===== src/rtl/multicycle_ctrl.sv =====
// Multicycle MIPS-subset control FSM: sequences fetch, decode, execute, memory and
// writeback, with per-request acknowledge timeouts that latch a bus-error halt.
module multicycle_ctrl #(
  parameter int MAX_WAIT = 15
) (
  input  logic       clk,
  input  logic       reset,
  input  logic [5:0] opcode,
  input  logic [5:0] funct,
  input  logic       alu_zero,
  input  logic       imem_ack,
  input  logic       dmem_ack,
  output logic       imem_req,
  output logic       dmem_req,
  output logic       dmem_we,
  output logic       ir_we,
  output logic       pc_we,
  output logic [1:0] pc_sel,
  output logic       rf_we,
  output logic       rf_waddr_sel,
  output logic [1:0] rf_wdata_sel,
  output logic [1:0] imm_sel,
  output logic       alu_src,
  output logic [3:0] alu_op,
  output logic       illegal,
  output logic       bus_err,
  output logic       halted
);

  typedef enum logic [2:0] {FETCH, DECODE, EXEC, MEM, WB, HALT} state_t;

  localparam logic [5:0] OP_R    = 6'b000000;
  localparam logic [5:0] OP_ADDI = 6'b001000;
  localparam logic [5:0] OP_ANDI = 6'b001100;
  localparam logic [5:0] OP_ORI  = 6'b001101;
  localparam logic [5:0] OP_LUI  = 6'b001111;
  localparam logic [5:0] OP_LW   = 6'b100011;
  localparam logic [5:0] OP_SW   = 6'b101011;
  localparam logic [5:0] OP_BEQ  = 6'b000100;
  localparam logic [5:0] OP_BNE  = 6'b000101;
  localparam logic [5:0] OP_J    = 6'b000010;

  localparam logic [3:0] ALU_ADD = 4'b0000;
  localparam logic [3:0] ALU_SUB = 4'b0001;
  localparam logic [3:0] ALU_AND = 4'b0010;
  localparam logic [3:0] ALU_OR  = 4'b0011;
  localparam logic [3:0] ALU_SLT = 4'b0100;

  // Last wait cycle index (counter starts at 0 on the first wait cycle).
  localparam logic [7:0] LAST_WAIT = 8'(MAX_WAIT - 1);

  state_t     state, state_n;
  logic [7:0] wait_cnt;
  logic       timeout;

  logic       legal, is_r, is_lui, is_j, is_lw, is_sw, is_br, is_beq, use_imm;
  logic [3:0] alu_op_dec;
  logic [1:0] imm_dec;

  assign timeout = (wait_cnt == LAST_WAIT);

  always_comb begin
    legal      = 1'b1;
    is_r       = 1'b0;
    is_lui     = 1'b0;
    is_j       = 1'b0;
    is_lw      = 1'b0;
    is_sw      = 1'b0;
    is_br      = 1'b0;
    is_beq     = 1'b0;
    use_imm    = 1'b0;
    alu_op_dec = ALU_ADD;
    imm_dec    = 2'b00;
    case (opcode)
      OP_R: begin
        is_r = 1'b1;
        case (funct)
          6'b100000: alu_op_dec = ALU_ADD;
          6'b100010: alu_op_dec = ALU_SUB;
          6'b100100: alu_op_dec = ALU_AND;
          6'b100101: alu_op_dec = ALU_OR;
          6'b101010: alu_op_dec = ALU_SLT;
          default:   legal      = 1'b0;
        endcase
      end
      OP_ADDI: use_imm = 1'b1;
      OP_ANDI: begin use_imm = 1'b1; alu_op_dec = ALU_AND; imm_dec = 2'b01; end
      OP_ORI:  begin use_imm = 1'b1; alu_op_dec = ALU_OR;  imm_dec = 2'b01; end
      OP_LUI:  is_lui = 1'b1;
      OP_LW:   begin is_lw = 1'b1; use_imm = 1'b1; end
      OP_SW:   begin is_sw = 1'b1; use_imm = 1'b1; end
      OP_BEQ:  begin is_br = 1'b1; is_beq = 1'b1; alu_op_dec = ALU_SUB; end
      OP_BNE:  begin is_br = 1'b1; alu_op_dec = ALU_SUB; end
      OP_J:    is_j = 1'b1;
      default: legal = 1'b0;
    endcase
  end

  always_ff @(posedge clk) begin
    if (reset) begin
      state    <= FETCH;
      wait_cnt <= 8'd0;
    end else begin
      state <= state_n;
      if (state_n != state)
        wait_cnt <= 8'd0;
      else if (state == FETCH || state == MEM)
        wait_cnt <= wait_cnt + 8'd1;
    end
  end

  always_comb begin
    state_n      = state;
    imem_req     = 1'b0;
    dmem_req     = 1'b0;
    dmem_we      = 1'b0;
    ir_we        = 1'b0;
    pc_we        = 1'b0;
    pc_sel       = 2'b00;
    rf_we        = 1'b0;
    rf_waddr_sel = 1'b0;
    rf_wdata_sel = 2'b00;
    imm_sel      = 2'b00;
    alu_src      = 1'b0;
    alu_op       = 4'b0000;
    illegal      = 1'b0;
    bus_err      = 1'b0;
    halted       = 1'b0;
    // Strobes stay quiet for the whole reset cycle so no in-flight write leaks out.
    if (!reset) begin
      case (state)
        FETCH: begin
          imem_req = 1'b1;
          if (imem_ack) begin
            ir_we   = 1'b1;
            pc_we   = 1'b1;
            state_n = DECODE;
          end else if (timeout) begin
            state_n = HALT;
          end
        end
        DECODE: begin
          if (!legal) begin
            illegal = 1'b1;
            state_n = FETCH;
          end else if (is_j) begin
            pc_we   = 1'b1;
            pc_sel  = 2'b10;
            state_n = FETCH;
          end else if (is_lui) begin
            state_n = WB;
          end else begin
            state_n = EXEC;
          end
        end
        EXEC: begin
          alu_op  = alu_op_dec;
          imm_sel = imm_dec;
          alu_src = use_imm;
          if (is_br) begin
            if (is_beq ? alu_zero : !alu_zero) begin
              pc_we  = 1'b1;
              pc_sel = 2'b01;
            end
            state_n = FETCH;
          end else if (is_lw || is_sw) begin
            state_n = MEM;
          end else begin
            state_n = WB;
          end
        end
        MEM: begin
          dmem_req = 1'b1;
          dmem_we  = is_sw;
          if (dmem_ack)
            state_n = is_lw ? WB : FETCH;
          else if (timeout)
            state_n = HALT;
        end
        WB: begin
          rf_we        = 1'b1;
          rf_waddr_sel = is_r;
          rf_wdata_sel = is_lw ? 2'b01 : (is_lui ? 2'b10 : 2'b00);
          state_n      = FETCH;
        end
        HALT: begin
          bus_err = 1'b1;
          halted  = 1'b1;
        end
        default: state_n = FETCH;
      endcase
    end
  end

endmodule


===== config.mk =====
export PLATFORM = sky130hd
export DESIGN_NAME = multicycle_ctrl
export DESIGN_NICKNAME = d
export VERILOG_FILES = /design/src/rtl/multicycle_ctrl.sv
export SDC_FILE = /design/constraint.sdc
export NUM_CORES = 1
export LEC_CHECK = 0
export ABC_AREA = 1
export ABC_CLOCK_PERIOD_IN_PS = 2000
export CAP_MARGIN = 5
export CORE_UTILIZATION = 35
export CTS_BUF_LIST = sky130_fd_sc_hd__clkbuf_16
export CTS_CLUSTER_DIAMETER = 150
export DETAILED_ROUTE_END_ITERATION = 10
export HOLD_SLACK_MARGIN = 0.02
export SLEW_MARGIN = 20
export SYNTH_ARGS = -nofsm -noshare
export SYNTH_HDL_FRONTEND = slang
export SYNTH_SLANG_ARGS = --single-unit

===== constraint.sdc =====
create_clock -name clk -period 2 [get_ports clk]
set_input_delay 0.4 -clock clk [delete_from_list [all_inputs] [get_ports clk]]
set_output_delay 0.4 -clock clk [all_outputs]
set_load 0.02 [all_outputs]

* Yosys cells after proc, flatten, opt, wreduce, memory -nomap -nowiden
Cells that the tools add are included.
** Word-level totals
- Flip-flop bits (word level) :: 11
- Bits of input ports :: 17
- Output and inout port bits :: 21
- Word-level logic and storage cells :: 100
** Cells by class
- Add/sub/neg operators :: 1
- Eq/ne operators :: 21
- Mux-type cells :: 65
- Reduce and logical (&&, ||, !) cells :: 11
** Operator list (count)
- $eq A6 B6 Y1 const B :: 7
- $mux W1 :: 38
- $mux W3 :: 10
- $eq A6 B4 Y1 const B :: 4
- $pmux W3 S4 :: 2
- $mux W2 :: 9
- $pmux W3 S5 :: 1
- $eq A6 B3 Y1 const B :: 2
- $reduce_or A5 Y1 :: 2
- $reduce_or A9 Y1 :: 1
- $add A8 B1 Y8 const B :: 1
- $eq A8 B4 Y1 const B :: 1
- $mux W4 :: 2
- $eq A3 B2 Y1 const B :: 2
- $eq A3 B3 Y1 const B :: 2
- $eq A6 B2 Y1 const B :: 1
- $logic_not A6 Y1 :: 1
- $reduce_or A2 Y1 :: 3
- $pmux W2 S2 :: 1
- $eq A3 B1 Y1 const B :: 1
- $logic_not A3 Y1 :: 1
- $ne A3 B3 Y1 :: 1
- $pmux W1 S3 :: 1
- $logic_or A1 B1 Y1 :: 2
- other kinds (2) :: 2

* Logic depth before layout (Yosys ltp)
Gate-level depths: netlist of the first run.
- Word-level depth :: 9
- Depth in mapped cells :: 12
- Depth with buffers taken out :: 12

* Worst setup path before layout of the first run
Ideal clock, no wire load.
- Path kind :: reg-to-output
- From :: register state[2]
- To :: output rf_wdata_sel[0]
- Arrival time :: 1.699 ns
- Required time :: 1.600 ns
- Slack :: -0.099 ns
- Cell stages (with the launch flop) :: 5
- Buffers on the path :: 0
- Cells stage by stage :: dfxtp_1 > inv_2 > nor3_1 > inv_1 > nor3_1
** Between the ends
- Word-level cells in the longest chain between the ends :: 3
** Ends and longest elaborated chain
- start, declared :: RTL line 52 : state_t state, state_n;
- start signal, assigned :: RTL line 104 : state <= state_n;
- $eq A3 B3 Y1 :: RTL line 131 : case (state)
- $mux W2 :: RTL line 131
- $mux W2 :: RTL line 130 : if (!reset) begin
- end, declared :: RTL line 21 : output logic [1:0] rf_wdata_sel,
No other way between the ends.

* Final worst setup path of the first run
- From :: register state[1]
- To :: output alu_op[1]
** Between the ends
- Word-level cells in the longest chain between the ends :: 3
** Ends and longest elaborated chain
- $eq A3 B2 Y1 :: RTL line 131
- $mux W4 :: RTL line 131
- $mux W4 :: RTL line 130
- end, declared :: RTL line 24 : output logic [3:0] alu_op,
No other way between the ends.

==> results of run 1 <==
cell usage after synthesis (2+ instances only):
cell / count / area share (%)
inv_1: 28 / 8.9
nor3_2: 9 / 7.6
xnor2_1: 3 / 2.2
nand2_2: 4 / 2.1
o21ai_0: 3 / 1.3
inv_2: 5 / 1.6
nand4_1: 4 / 2.1
a21oi_1: 3 / 1.3
ha_1: 2 / 2.1
nor2_4: 3 / 2.9
xor2_1: 4 / 3.0
nand3_1: 23 / 9.7
nand2_1: 34 / 11
nor3_1: 4 / 1.7
nand3_2: 2 / 1.7
nor2_1: 35 / 11
nand2_4: 2 / 1.9
dfxtp_1: 11 / 19
buf_4: 3 / 1.9
logic make-up (layout without fill, tap and decap cells):
kind of cell | Yosys count | count (layout) | share of synthesized area (%)
AOI/OAI and AO/OA | 9 | 9 | 4.66
other | 1 | 2 | 0.317
buffers and inverters | 37 | 108 | 12.7
xor gates and xnor gates | 7 | 7 | 5.19
and+or+nand+nor | 126 | 126 | 56.4
adders and majority gates | 2 | 2 | 2.12
DFF | 11 | 11 | 18.6
power by group through the flow:
stage	clock (mW)	sequential (mW)	combinational, mW
after floorplan	0	0.238	0.115
after global placement	0	0.238	0.218
after detailed placement	0	0.239	0.222
after CTS	0.372	0.237	0.225
after global routing	0.387	0.237	0.258
final	0.367	0.237	0.234
worst paths after layout:
check | from | end | slack, ps
max reg2reg | state[2]$_SDFF_PP0_ | wait_cnt[1]$_SDFFE_PP0P_ | 220
max | state[1]$_SDFF_PP0_ | alu_op[1] | 20
min reg2reg | wait_cnt[6]$_SDFFE_PP0P_ | wait_cnt[6]$_SDFFE_PP0P_ | 620
min | wait_cnt[6]$_SDFFE_PP0P_ | wait_cnt[6]$_SDFFE_PP0P_ | 620
per-layer routing:
metal	global-route usage, %	vias to the layer above
li1	-	752
met1	29.5	656
met2	35.2	40
met3	6.28	2
met4	3.32	0
met5	0	-
through the flow:
| stage | cell area (sq um) | utilization, % | power, mW | instances |
|---|---|---|---|---|
| 2_1_floorplan | 1190 | - | 0.353 | 194 |
| 3_3_place_gp | 1820 | 58.3 | 0.457 | 303 |
| 3_5_place_dp | 1820 | 58.3 | 0.461 | 303 |
| 4_1_cts | 1950 | 62.4 | 0.834 | 308 |
| 5_1_grt | 1960 | 62.6 | 0.882 | 309 |
| 6_report | 1960 | 62.6 | 0.837 | 309 |
flip-flops by register name, indices dropped and copies added, names as in the netlist:
register,cells
wait_cnt,8
state,3
repair_timing:
action / CTS / global route
gates cloned: 0 / 0
setup buffers: 1 / 1
resized for setup: 108 / 34
pin swaps: 7 / 8
endpoints found under the setup margin: 27 / 18
layout make-up:
cell class / instances / area [sq um]
Clock inverter: 1 / 3.75
Clock buffer: 3 / 75.1
Tap cell: 44 / 55.1
Sequential cell: 11 / 223
Fill cell: 302 / 1170
Multi-Input combinational cell: 146 / 938
Timing Repair Buffer: 71 / 541
Inverter: 33 / 124
critical path, stage by stage (launching register included):
cell	delay (ps)
dfxtp_2	330
inv_2	50
nor3_4	270
inv_2	70
nor2_4	130
inv_2	70
o31ai_2	220
buf_4	190
==> run_results.csv, run 1 <==
group,metric,value,unit
run_status,outcome,"completed",
grt,antenna_found_initial,0,
sta,hold_viol_final,0,
min_path,holdPathStages,2,
sta,drv_slew,0,
synthesis,yosys_warnings,0,
grt,grt_overflow_total,0,
flow_run,drv_cap,0,
synthesis,async_reset_ff_share,0,%
pwr,intPower,0.593,mW
grt,grt_pass1_vias,1356,
grt,grt_first_pass_wirelength,5910,um
layout,layout-drive-gt1-share,46.4,%
pwr,p_seq_share,28.3,%
clock_tree,cts_num_sinks,11,
clock_tree,cts_hold_buf,0,
pwr,leakage,0.979,nW
setup_path,critPathRequiredTime,1600,ps
route,met2_wirelength,1730,um
sta,fin_tns_setup,0,ps
synthesis,synth-edff-count,0,
synthesis,synth.yosys.seq_area_share,18.6,%
synthesis,synth_cell_type_count,30,
sta,setup_slack,22.3,ps
route,top_layer_used,"met4",
layout,most-common-layout-cells,"buf_4 (38), nand2_1 (32), nor2_1 (25), inv_1 (23), nand3_1 (14)",
route,via_count,1450,
clock_tree,cts.clk_slew.worst_paths,40,ps
route,firstDrtPassIters,4,
route,drtAntennaViolNets,0,
synthesis,synth_cells,193,
clock_tree,clockBufferDepth,2,
min_path,hold_class,"reg2reg",
sta,whs,619,ps
synthesis,ys_seq_elements,11,
layout,final_net_count,285,
die,core_area,0.00313,sq mm
route,viasPerCell,4.69,
route,m1WireLength,1740,um
synthesis,synth_top_flop_cell,"dfxtp_1",
sta,min_period,1980,ps
synthesis,post_synth.cell_area_avg,6.12,sq um
pwr,p_comb_share,27.9,%
pwr,power_switching,0.244,mW
sta,rsz0062_at_grt,"yes",
layout,final_common_cell,"buf_4",
route,drtIter0Drc,62,
setup_path,crit_arrival,1580,ps
clock_tree,cts_buffers,3,
die,start_util,37.8,%
pwr,p_sw_share,29.2,%
placed_design,dp_hpwl,2780,um
grt,grt_max_degree,9,
setup_path,crit_type,"reg2out",
die,num_rows,20,
setup_path,cp_max_fo,4,
sta,max_clock_freq,506,MHz
sta,finalSetupViolCount,0,
placed_design,gp_congestion,0.813,
layout,area.growth.synth_to_final,65.9,%
die,io_pins,38,
pwr,clkPwrFrac,43.8,%
pwr,powerDensity,427,mW/mm^2
route,drc_errors,0,
clock_tree,clock_latency,240,ps
grt,grtUsageTotal,21.9,%
setup_path,ff2ff_path_depth,12,
placed_design,portBuffers,35,
placed_design,dp_slack,-818,ps
route,wl_per_cell,11.9,um
die,die_h,60.1,um
pwr,ir_drop,0.578,mV
route,met3_wirelength,181,um
sta,skew,1.74,ps
clock_tree,cts_tree,"done",
synthesis,syn_area,0.00118,sq mm
clock_tree,cts-root-buf,"clkbuf_16",
die,die_w,60.1,um
layout,antenna_cells_inserted,0,
route,routed_wl,3660,um
clock_tree,h-tree-depth,1,
die,dieArea,0.00361,sq mm
sta,fin_crit_sh,98.9,%
setup_path,endpoint_kind,"output port",
setup_path,start_kind,"flip-flop",
Note: power is estimated with default switching activity, not from simulation.
==> inputs of run 2 (changes only) <==
- SKIP_CTS_REPAIR_TIMING: unset -> 1
==> run_results.csv, run 2 (same netlist as run 1, synthesis figures left out) <==
group,metric,value,unit
run_status,outcome,"completed",
clock_tree,clockBufferDepth,2,
die,core_area,0.00313,sq mm
sta,skew,0.518,ps
sta,max_clock_freq,509,MHz
die,die_h,60.1,um
layout,final_net_count,285,
sta,min_period,1970,ps
layout,final-seq-area,221,sq um
layout,layout-drive-gt1-share,40.0,%
sta,rsz0062_at_grt,"yes",
route,drtIter0Drc,67,
grt,grtUsageTotal,20.2,%
placed_design,gp_congestion,0.813,
grt,grt_pass1_vias,1299,
grt,grt_overflow_total,0,
layout,top_register,"wait_cnt",
layout,antenna_cells_inserted,0,
setup_path,crit_type,"in2out",
setup_path,cp_common_cell,"nor2_4",
layout,fin_area,0.00201,sq mm
pwr,total_power,0.838,mW
setup_path,critPathRequiredTime,1600,ps
sta,hold_viol_final,0,
route,via_count,1443,
grt,grt_max_degree,9,
setup_path,cp_max_fo,6,
layout,area.growth.synth_to_final,70.6,%
clock_tree,h-tree-depth,1,
layout,multi_input_area,921,sq um
die,io_pins,38,
die,die_w,60.1,um
layout,fillers,292,
setup_path,crit_arrival,1570,ps
route,routed_wl,3510,um
grt,grt_first_pass_wirelength,5490,um
route,viasPerCell,4.67,
layout,post-route-util,64.4,%
sta,drv_slew,0,
sta,finalSetupViolCount,0,
die,dieArea,0.00361,sq mm
route,drtAntennaViolNets,0,
min_path,hold_class,"reg2reg",
route,firstDrtPassIters,4,
route,drc_errors,0,
sta,whs,619,ps
pwr,powerDensity,416,mW/mm^2
die,start_util,37.8,%
grt,antenna_found_initial,0,
route,wl_per_cell,11.4,um
die,num_rows,20,
setup_path,start_kind,"primary input",
sta,setup_slack,33.8,ps
setup_path,max_stage_delay,210,ps
layout,largest_reg_flops,8,
clock_tree,clock_latency,240,ps
clock_tree,cts_buffers,3,
sta,fin_crit_sh,98.3,%
placed_design,placed_area,0.00182,sq mm
clock_tree,cts-root-buf,"clkbuf_16",
clock_tree,cts_num_sinks,11,
layout,most-common-layout-cells,"buf_4 (38), nand2_1 (32), nor2_1 (26), inv_1 (25), dlymetal6s2s_1 (19)",
clock_tree,cts.clk_slew.worst_paths,40,ps
pwr,ir_drop,0.578,mV
setup_path,cp_cell_sequence,"dlymetal6s2s_1 > nor2_4 > nand2_2 > nor2_4 > buf_4 > nand4_1 > a41oi_1 > buf_2",
setup_path,endpoint_kind,"output port",
layout,final_common_cell,"buf_4",
placed_design,portBuffers,35,
clock_tree,cts_tree,"done",
flow_run,drv_cap,0,
placed_design,dp_hpwl,2780,um
placed_design,dp_slack,-818,ps
setup_path,slowest_stage,"nor2_4",
layout,top_regs,"wait_cnt x8, state x3",
pwr,leakage,1.17,nW
==> run 2: cell count changes in the layout (fill, tap and decap cells not counted), sizes merged <==
| cell | before | now |
|---|---|---|
| clkbuf | 10 | 11 |
| dlymetal6s2s | 0 | 19 |
| buf | 49 | 41 |
| clkdlybuf4s15 | 2 | 0 |
| dlygate4sd2 | 10 | 0 |
==> run 2: path summary, 6_finish.rpt <==
kind	startpoint	endpoint	slack, ps	cells past startpoint
hold reg to reg	wait_cnt[6]$_SDFFE_PP0P_	wait_cnt[6]$_SDFFE_PP0P_	620	2
setup / recovery	opcode[5]	alu_op[0]	30	8
setup reg to reg	state[2]$_SDFF_PP0_	wait_cnt[1]$_SDFFE_PP0P_	230	12
hold / removal	wait_cnt[6]$_SDFFE_PP0P_	wait_cnt[6]$_SDFFE_PP0P_	620	2
==> run 2: where the power goes <==
part	internal, mW	switching (mW)	leakage, nW
Combinational	0.107	0.130	1.03
Clock	0.263	0.102	0.0423
Sequential	0.229	0.00781	0.0895
==> run 2: layout make-up <==
class / instances / area share (%)
Multi-Input combinational cell: 146 / 45.7
Timing Repair Buffer: 71 / 30.5
Sequential cell: 11 / 11.0
Inverter: 33 / 6.15
Clock buffer: 3 / 3.73
Tap cell: 44 / 2.73
Clock inverter: 1 / 0.186
==> run 2: metal layers <==
layer | GRT usage (%) | vias to the layer above | routed length (um)
li1 | - | 752 | -
met1 | 28.6 | 649 | 1690
met2 | 30.3 | 36 | 1600
met3 | 6.06 | 6 | 187
met4 | 3.65 | 0 | 40
met5 | 0 | - | 0
==> run 2: per-stage QoR <==
stage	std cells	TNS, ps
floorplan	194	0
global route	309	-63.0
global placement	303	-11710
finish	309	0
CTS	307	-10810
detailed placement	303	-12600
==> run 2: worst max-delay path, delay by kind of cell <==
| kind | cells | cell delay, ps |
|---|---|---|
| simple gates | 4 | 510 |
| buf+inv | 3 | 470 |
| compound gates | 1 | 190 |
==> inputs of run 3 (changes only) <==
- CTS_BUF_LIST: sky130_fd_sc_hd__clkbuf_16 -> unset
==> run_results.csv, run 3 (same netlist as run 1, synthesis figures left out) <==
group,metric,value,unit
pwr,p_seq_share,37.7,%
layout,final_cells,309,
layout,antenna_cells_inserted,0,
clock_tree,h-tree-depth,1,
run_status,outcome,"finished, violations left",
placed_design,place_inst,303,
grt,grt_first_pass_wirelength,5440,um
clock_tree,cts.clk_slew.worst_paths,70,ps
sta,fin_tns_setup,-164,ps
layout,most-common-layout-cells,"buf_4 (38), nand2_1 (32), inv_1 (27), nor2_1 (27), nand3_1 (20)",
route,firstDrtPassIters,4,
setup_path,timing.rr.end,"wait_cnt[1]$_SDFFE_PP0P_",
setup_path,ff2ff_setup_slack,270,ps
grt,grt_max_degree,9,
setup_path,cp_cell_sequence,"clkdlybuf4s50_1 > inv_1 > nor2_2 > nand3_2 > nor2_1 > nand2_1 > a41oi_1 > buf_2",
sta,fin_crit_sh,104,%
route,viasPerCell,4.64,
clock_tree,cts_num_sinks,11,
pwr,total_power,0.623,mW
pwr,intPower,0.410,mW
setup_path,ff2ff_path_depth,11,
sta,rsz0062_at_grt,"yes",
die,die_h,60.1,um
min_path,holdPathEnd,"wait_cnt[6]$_SDFFE_PP0P_",
setup_path,start_kind,"primary input",
min_path,holdPathStages,2,
run_status,violations,"negative setup slack",
placed_design,placed_area,0.00182,sq mm
sta,whs,619,ps
clock_tree,cts-root-buf,"clkbuf_4",
pwr,powerDensity,322,mW/mm^2
clock_tree,cts_tree,"done",
die,start_util,37.8,%
setup_path,slowest_stage,"clkdlybuf4s50_1",
setup_path,critPathLaunch,"funct[2]",
layout,fillers,298,
die,die_w,60.1,um
route,via_count,1433,
sta,drv_slew,0,
layout,fin_area,0.00194,sq mm
sta,hold_viol_final,0,
clock_tree,cts_buffers,3,
grt,grtUsageTotal,19.7,%
die,num_rows,20,
grt,antenna_found_initial,0,
pwr,clkPwrFrac,25.2,%
layout,post-route-util,61.9,%
layout,area.growth.synth_to_final,63.9,%
route,routed_wl,3420,um
layout,final_common_cell,"buf_4",
pwr,p_sw_share,34.2,%
min_path,hold_class,"reg2reg",
sta,min_period,2070,ps
setup_path,critPathBufInv,3,
placed_design,portBuffers,35,
placed_design,dp_hpwl,2780,um
die,core_area,0.00313,sq mm
pwr,ir_drop,0.319,mV
min_path,worstHoldStart,"wait_cnt[6]$_SDFFE_PP0P_",
setup_path,reg2reg_from,"state[0]$_SDFF_PP0_",
clock_tree,clock_latency,280,ps
route,wl_per_cell,11.1,um
layout,largest_reg_flops,8,
route,drtIter0Drc,61,
grt,grt_overflow_total,0,
layout,layout-drive-gt1-share,37.7,%
layout,final_net_count,285,
setup_path,crit_family,"buffers and inverters",
grt,grt_pass1_vias,1290,
pwr,power_switching,0.213,mW
flow_run,drv_cap,0,
route,drtAntennaViolNets,0,
sta,max_clock_freq,482,MHz
die,dieArea,0.00361,sq mm
placed_design,gp_congestion,0.813,
placed_design,dp_slack,-818,ps
sta,setup_slack,-73.8,ps
setup_path,endpoint_kind,"output port",
route,drc_errors,0,
sta,skew,2.59,ps
layout,top_register,"wait_cnt",
setup_path,cp_max_fo,3,
setup_path,crit_arrival,1670,ps
clock_tree,clockBufferDepth,2,
sta,finalSetupViolCount,3,
setup_path,critPathRequiredTime,1600,ps
setup_path,max_stage_delay,480,ps
layout,top_regs,"wait_cnt x8, state x3",
pwr,leakage,1.09,nW
pwr,p_comb_share,37.1,%
setup_path,crit_type,"in2out",
die,io_pins,38,
==> run 3: worst max-delay path by stage <==
stage                 endpoint  slack, ps  cells past startpoint
3_3_place_gp         alu_op[0]       -730                      9
3_5_place_dp         alu_op[1]       -820                      7
5_1_grt              alu_op[1]       -160                      6
4_1_cts              alu_op[1]       -820                      7
6_report             alu_op[0]        -70                      8
2_1_floorplan  rf_wdata_sel[0]        120                      4
==> run 3: worst register-to-register path, cell delays in order (launching register included) <==
cell and delay, ps:
dfxtp_4 370, buf_4 140, nand2_1 100, nor2_4 50
buf_4 140, nand2_1 70, nand2_1 50, a21oi_1 210
nand4_1 150, nand2_2 110, nand2_4 110, nor3_2 170
==> run 3: cell type report <==
cell class	instances	area [sq um]	share of cell area, %
clock buffers	4	26.3	1.36
flip-flops and latches	11	225	11.6
repair buffers	71	613	31.7
multi-input cells	146	892	46.1
well taps	44	55.1	2.84
inverters	33	124	6.40
==> run 3: metal layers <==
layer / up-vias / part of all wire [%] / track usage, %
li1: 751 / - / -
met2: 40 / 46 / 30.0
met5: - / 0 / 0
met4: 0 / 0 / 1.66
met3: 0 / 5.9 / 4.76
met1: 642 / 48 / 28.7
==> run 3: power by group through the flow <==
stage                     combinational (mW)  sequential, mW  clock, mW
after global routing                   0.254           0.236      0.176
final                                  0.231           0.235      0.157
after global placement                 0.218           0.238          0
after floorplan                        0.115           0.238          0
after detailed placement               0.222           0.239          0
after CTS                              0.224           0.234      0.161
